--- config.mk ---
export PLATFORM = sky130hd
export DESIGN_NAME = imm_gen_pipe
export DESIGN_NICKNAME = d
export VERILOG_FILES = /design/src/rtl/imm_gen_pipe.sv
export SDC_FILE = /design/constraint.sdc
export NUM_CORES = 1
export LEC_CHECK = 0
export ABC_AREA = 1
export CAP_MARGIN = 20
export CORE_MARGIN = 8
export CORE_UTILIZATION = 40
export DETAILED_ROUTE_END_ITERATION = 7
export PLACE_DENSITY = 0.76
export REMOVE_ABC_BUFFERS = 1
export SETUP_SLACK_MARGIN = 0.15
export SYNTH_ARGS = -nofsm -noshare
export SYNTH_HDL_FRONTEND = slang
export SYNTH_SLANG_ARGS = --single-unit
--- constraint.sdc ---
create_clock -name clk -period 11.3 [get_ports clk]
set_clock_uncertainty 0.2 [all_clocks]
set_input_delay 1.13 -clock clk [delete_from_list [all_inputs] [get_ports clk]]
set_output_delay 1.13 -clock clk [all_outputs]
set_load 0.02 [all_outputs]
--- src/rtl/imm_gen_pipe.sv ---
// Pipelined RISC-V immediate generator: decodes the immediate format, extends to XLEN,
// and presents the result through a registered valid/ready stage with one skid entry.
module imm_gen_pipe #(
  parameter int unsigned XLEN   = 32,
  parameter bit          USE_OP = 1'b0,
  parameter int unsigned TAG_W  = 32
) (
  input  logic             clk,
  input  logic             rst,
  input  logic             flush_i,
  input  logic             in_valid_i,
  output logic             in_ready_o,
  input  logic [31:0]      instr_i,
  input  logic [2:0]       op_i,
  input  logic [TAG_W-1:0] tag_i,
  output logic             out_valid_o,
  input  logic             out_ready_i,
  output logic [XLEN-1:0]  imm_o,
  output logic [2:0]       fmt_o,
  output logic             illegal_o,
  output logic [TAG_W-1:0] tag_o
);

  localparam bit IS_RV64 = (XLEN == 64);

  localparam logic [2:0] FMT_I = 3'd0;
  localparam logic [2:0] FMT_S = 3'd1;
  localparam logic [2:0] FMT_B = 3'd2;
  localparam logic [2:0] FMT_U = 3'd3;
  localparam logic [2:0] FMT_J = 3'd4;
  localparam logic [2:0] FMT_Z = 3'd5;
  localparam logic [2:0] FMT_N = 3'd6;
  localparam logic [2:0] FMT_X = 3'd7;

  typedef struct packed {
    logic [XLEN-1:0]  imm;
    logic [2:0]       fmt;
    logic             illegal;
    logic [TAG_W-1:0] tag;
  } entry_t;

  logic [2:0]  dec_fmt;
  logic [31:0] imm32;
  entry_t      dec_entry;

  entry_t main_q, main_d, skid_q, skid_d;
  logic   main_vld_q, main_vld_d, skid_vld_q, skid_vld_d;
  logic   rdy_q, rdy_d;
  logic   in_fire, out_fire;

  // Format resolution and 32-bit immediate assembly, then sign extension to XLEN.
  always_comb begin : decode
    dec_fmt = FMT_X;
    imm32   = 32'd0;
    if (USE_OP) begin
      dec_fmt = op_i;
    end else begin
      case (instr_i[6:0])
        7'b0000011, 7'b0010011, 7'b1100111, 7'b0001111: dec_fmt = FMT_I;
        7'b0011011: dec_fmt = IS_RV64 ? FMT_I : FMT_X;
        7'b0100011: dec_fmt = FMT_S;
        7'b1100011: dec_fmt = FMT_B;
        7'b0110111, 7'b0010111: dec_fmt = FMT_U;
        7'b1101111: dec_fmt = FMT_J;
        7'b0110011: dec_fmt = FMT_N;
        7'b0111011: dec_fmt = IS_RV64 ? FMT_N : FMT_X;
        7'b1110011: dec_fmt = instr_i[14] ? FMT_Z : FMT_I;
        default:    dec_fmt = FMT_X;
      endcase
    end
    case (dec_fmt)
      FMT_I:   imm32 = {{20{instr_i[31]}}, instr_i[31:20]};
      FMT_S:   imm32 = {{20{instr_i[31]}}, instr_i[31:25], instr_i[11:7]};
      FMT_B:   imm32 = {{20{instr_i[31]}}, instr_i[7], instr_i[30:25], instr_i[11:8], 1'b0};
      FMT_U:   imm32 = {instr_i[31:12], 12'd0};
      FMT_J:   imm32 = {{12{instr_i[31]}}, instr_i[19:12], instr_i[20], instr_i[30:21], 1'b0};
      FMT_Z:   imm32 = {27'd0, instr_i[19:15]};
      default: imm32 = 32'd0;
    endcase
    dec_entry.imm     = XLEN'($signed(imm32));
    dec_entry.fmt     = dec_fmt;
    dec_entry.illegal = (dec_fmt == FMT_X);
    dec_entry.tag     = tag_i;
  end

  assign in_fire  = in_valid_i && rdy_q;
  assign out_fire = main_vld_q && out_ready_i;

  // Main/skid next state; ready depends only on next skid occupancy.
  always_comb begin : next_state
    main_d     = main_q;
    main_vld_d = main_vld_q;
    skid_d     = skid_q;
    skid_vld_d = skid_vld_q;
    if (flush_i) begin
      main_d     = '0;
      main_vld_d = 1'b0;
      skid_d     = '0;
      skid_vld_d = 1'b0;
    end else if (!main_vld_q || out_fire) begin
      if (skid_vld_q) begin
        main_d     = skid_q;
        main_vld_d = 1'b1;
        skid_vld_d = 1'b0;
      end else if (in_fire) begin
        main_d     = dec_entry;
        main_vld_d = 1'b1;
      end else begin
        main_vld_d = 1'b0;
      end
    end else if (in_fire) begin
      skid_d     = dec_entry;
      skid_vld_d = 1'b1;
    end
    rdy_d = !skid_vld_d;
  end

  always_ff @(posedge clk or posedge rst) begin : regs
    if (rst) begin
      main_q     <= '0;
      main_vld_q <= 1'b0;
      skid_q     <= '0;
      skid_vld_q <= 1'b0;
      rdy_q      <= 1'b1;
    end else begin
      main_q     <= main_d;
      main_vld_q <= main_vld_d;
      skid_q     <= skid_d;
      skid_vld_q <= skid_vld_d;
      rdy_q      <= rdy_d;
    end
  end

  assign in_ready_o  = rdy_q;
  assign out_valid_o = main_vld_q;
  assign imm_o       = main_q.imm;
  assign fmt_o       = main_q.fmt;
  assign illegal_o   = main_q.illegal;
  assign tag_o       = main_q.tag;

endmodule

==> summary.txt <==
Pwr
  – Pwr dens: 144.1 nW/um2
  – Sw Pwr: 0.3072 mW
  – Power share of the combinational group: 11.7%
  – Pleak: 4.248 nW
  – Internal power: 0.9552 mW
  – Sequential share of power: 41.6%
  – Clock share of power: 46.6%
  – Sw Ratio: 24.34%
  – Peak VDD IR: 0.0001086 V

Clocking
  – TritonCTS clock tree: done
  – Setup Buffers After CTS: 0
  – Worst-path clk slew: 0.06 ns
  – Clock latency on the worst-skew pair: 0.41 ns
  – Root Driver: clkbuf_16
  – H-Tree Depth: 4
  – Number of buffers created by CTS: 17
  – Clock sink count: 139
  – Cts hold-fix bufs: 0
  – CTS resizes: 0
  – CTS Buffer Depth: 2

Synth
  – Synth cell types: 28
  – Post-Syn Instances: 819
  – Synth Area in Adders: 0%
  – Syn Area/Cell: 8.060 um2
  – Largest area contributor in the netlist: dfrtp_1
  – Post-synthesis cell area: 6601 um2
  – Most area-consuming cells after synthesis: dfrtp_1, nand2_1, o21ai_0, inv_1, a21oi_1
  – Area share of the leading cell type in the synthesized netlist: 52.31%
  – Mux cell area share after synthesis: 2.274%
  – Largest family of logic cells by synthesized area: simple AND/OR/NAND/NOR gates
  – Simple-Gate Fraction of Synth Area: 21.78%
  – Yosys Warn Count: 0
  – Synth Area in Compound Gates: 15.22%
  – Sequential fraction of the synthesis area: 52.71%
  – Post-Synth XOR/XNOR Area: 0%
  – #FFs+latches synth: 139

Setup path
  – CP Launch Type: primary input
  – R2r worst-path depth: 7
  – Cell mode on critical path: nand2_1
  – Worst Path Required: 11.39 ns
  – Worst flop-to-flop path endpoint: fmt_o[1]$_DFFE_PP0P_
  – Max FO, Critical Path: 35
  – CP peak stage delay: 0.50 ns
  – Worst path slowest cell: buf_4
  – Cell Chain, Critical Path: clkdlybuf4s50_1, nand2_1, inv_1, o21ai_1, nor2_1, inv_2, buf_4, a21oi_1, o21ai_0, nand2_1
  – Top cell family by delay on the critical path: buffers and inverters
  – Setup CP Type: in2reg
  – Worst path buffer plus inverter count: 4
  – Crit path arrival time: 3.31 ns
  – Worst setup EP type: flop
  – FF-to-FF Start: skid_vld_q$_DFF_PP0_
  – R2R setup slack: 8.68 ns

Finish
  – Cell area after layout: 8758 um2
  – # diodes: 0
  – Final Net Count: 1,010
  – Synth-to-Final Area Change: 32.68%
  – Share of cells above drive strength 1: 6.204%
  – Fin cells: 1,171

STA
  – Slew at the pin closest to its max-slew limit: 1.059 ns
  – TNS Setup: 0 ns
  – Fin. Hold Viols: 0
  – RSZ-0062 raised after global routing: no
  – FMAX: 0.3105 GHz
  – Final setup fails: 0
  – Crit share post-route: 28.50%
  – Max Slew Vio Count: 0
  – Headroom to the max-slew limit: 29.17%
  – Tmin final: 3.221 ns

Route
  – Met3 Routed Length: 950 um
  – Max Used Layer: met4
  – Met2 wire length: 8.734 mm
  – DRC viols: 0
  – Routed Antenna Nets: 0
  – Pre-antenna DRT Iters: 5
  – DR iter-0 viols: 356
  – WL met1: 8.403 mm
  – Vias per std cell: 4.980
  – Drt wl/cell: 15.72 um
  – Final WL: 18.41 mm
  – DR vias: 5,831

Min path
  – Hold Path Origin: tag_o[14]$_DFFE_PP0P_
  – Hold path depth: 2
  – Hold EP: tag_o[14]$_DFFE_PP0P_
  – Hold crit path type: reg2reg

Place
  – Port Buf Inserts: 138
  – Dpl hpwl: 11.97 mm
  – Placed instance area: 8124 um2
  – GP Congestion: 0.7991
  – # placed instances: 1,139

Global route
  – Vias in the first global route: 5,906
  – Grt ovf: 0
  – Largest net degree at the start of global routing: 73
  – Initial antenna violation count: 0
  – Total GRT Usage: 18.29%
  – First-pass GRT wire length: 30.13 mm

Die
  – Core Area: 16,350 um2
  – Core Rows: 47
  – Die H: 144.5 um
  – # IOs: 142
  – Die X: 144.5 um
  – Initial Util: 40.38%
  – Die area: 20,870 um2

Flow run
  – Max Cap Violations: 0

Status
  – Run status: complete, no violations
[worst max path at each step]
stage / slack (ns) / end / depth (start not counted) / from
4_1_cts: 8.08 / fmt_o[1]$_DFFE_PP0P_ / 10 / in_valid_i
6_report: 8.08 / fmt_o[1]$_DFFE_PP0P_ / 10 / in_valid_i
3_3_place_gp: 7.68 / fmt_o[1]$_DFFE_PP0P_ / 10 / in_valid_i
3_5_place_dp: 7.64 / fmt_o[1]$_DFFE_PP0P_ / 10 / in_valid_i
2_1_floorplan: 6.25 / fmt_o[0]$_DFFE_PP0P_ / 1 / rst
5_1_grt: 7.92 / fmt_o[2]$_DFFE_PP0P_ / 10 / in_valid_i
[kinds of logic after synthesis]
kind of cell | after synthesis
and+or+nand+nor | 356
muxes | 15
AOI/OAI and AO/OA | 179
buffers and inverters | 130
DFF | 139
[state kept, by name, indices dropped and copies added, names as in the netlist]
name	flops
skid_vld_q	1
tag_o	32
illegal_o	1
skid_q	68
in_ready_o	1
imm_o	32
fmt_o	3
out_valid_o	1
[final cells by class]
cell class	instances	area (um2)
fill	1590	7590
tap	220	275.3
clock buffer	23	498.0
clock inverter	9	136.4
sequential	139	3483
multi-input combinational	550	2600
inverter	83	316.6
timing repair buffer	147	1449
[through the flow]
stage	total power, mW	util [%]	setup slack (ns)	hold WS (ns)
2_1_floorplan	0.6041	-	6.247	0.2438
3_3_place_gp	0.6814	49.69	7.678	0.2609
3_5_place_dp	0.6846	49.69	7.642	0.2640
4_1_cts	1.279	53.57	8.076	0.2825
5_1_grt	1.314	53.57	7.921	0.2867
6_report	1.262	53.57	8.079	0.2776
[metal layers]
metal	global-route usage [%]	vias up
met5	0	-
met4	6.079	0
met3	4.193	22
met2	29.69	138
met1	23.60	2792
li1	-	2879
[power groups by stage]
| stage | registers, mW | logic (mW) | clock network, mW |
|---|---|---|---|
| after floorplan | 0.551 | 0.0535 | 0 |
| after global placement | 0.534 | 0.148 | 0 |
| after detailed placement | 0.534 | 0.150 | 0 |
| after CTS | 0.526 | 0.151 | 0.603 |
| after global routing | 0.528 | 0.163 | 0.624 |
| final | 0.526 | 0.148 | 0.589 |
[placed cells by master (no fill, tap or decap)]
cell type        count
nor2_4               2
nand3_1             38
o22ai_1              7
inv_2                5
nor2_1              20
a21oi_2              1
clkdlybuf4s50_1    138
o31ai_1              1
o21ai_1             20
nand3_4              1
a211oi_1            12
o2111ai_1            1
dfstp_2              1
inv_1               75
dfrtp_1            137
clkinvlp_4           2
inv_6                1
nand2_2              3
bufinv_16            3
o21ai_0             79
dfrtp_4              1
nand2_4              1
clkbuf_8             5
clkinv_1             2
a21oi_1             42
nand4_1              4
a22o_1              16
mux2i_1             15
buf_4                9
clkinv_2             1
clkbuf_1             1
nor2_2               3
clkinv_4             3
clkbuf_16           17
nand2_1            284
[worst min-delay path: stages (launching register included)]
cell	delay [ns]
dfrtp_1	0.34
nand2_1	0.05
o21ai_0	0.05
[synthesized netlist by cell type]
cell,n
a21oi_1,42
dfrtp_1,138
clkbuf_1,32
clkinv_1,1
inv_1,78
a211oi_1,12
o2111ai_1,1
buf_6,4
o22ai_1,7
nor2_2,3
a22o_1,16
nand3_1,38
nand4_1,4
a21oi_2,1
buf_1,2
nand2_2,3
nand3_4,1
o21ai_1,20
nand2_4,1
mux2i_1,15
o31ai_1,1
nand2_1,284
nor2_4,1
buf_2,9
dfstp_2,1
inv_2,4
nor2_1,21
o21ai_0,79
Note: power is estimated with default switching activity, not from simulation.
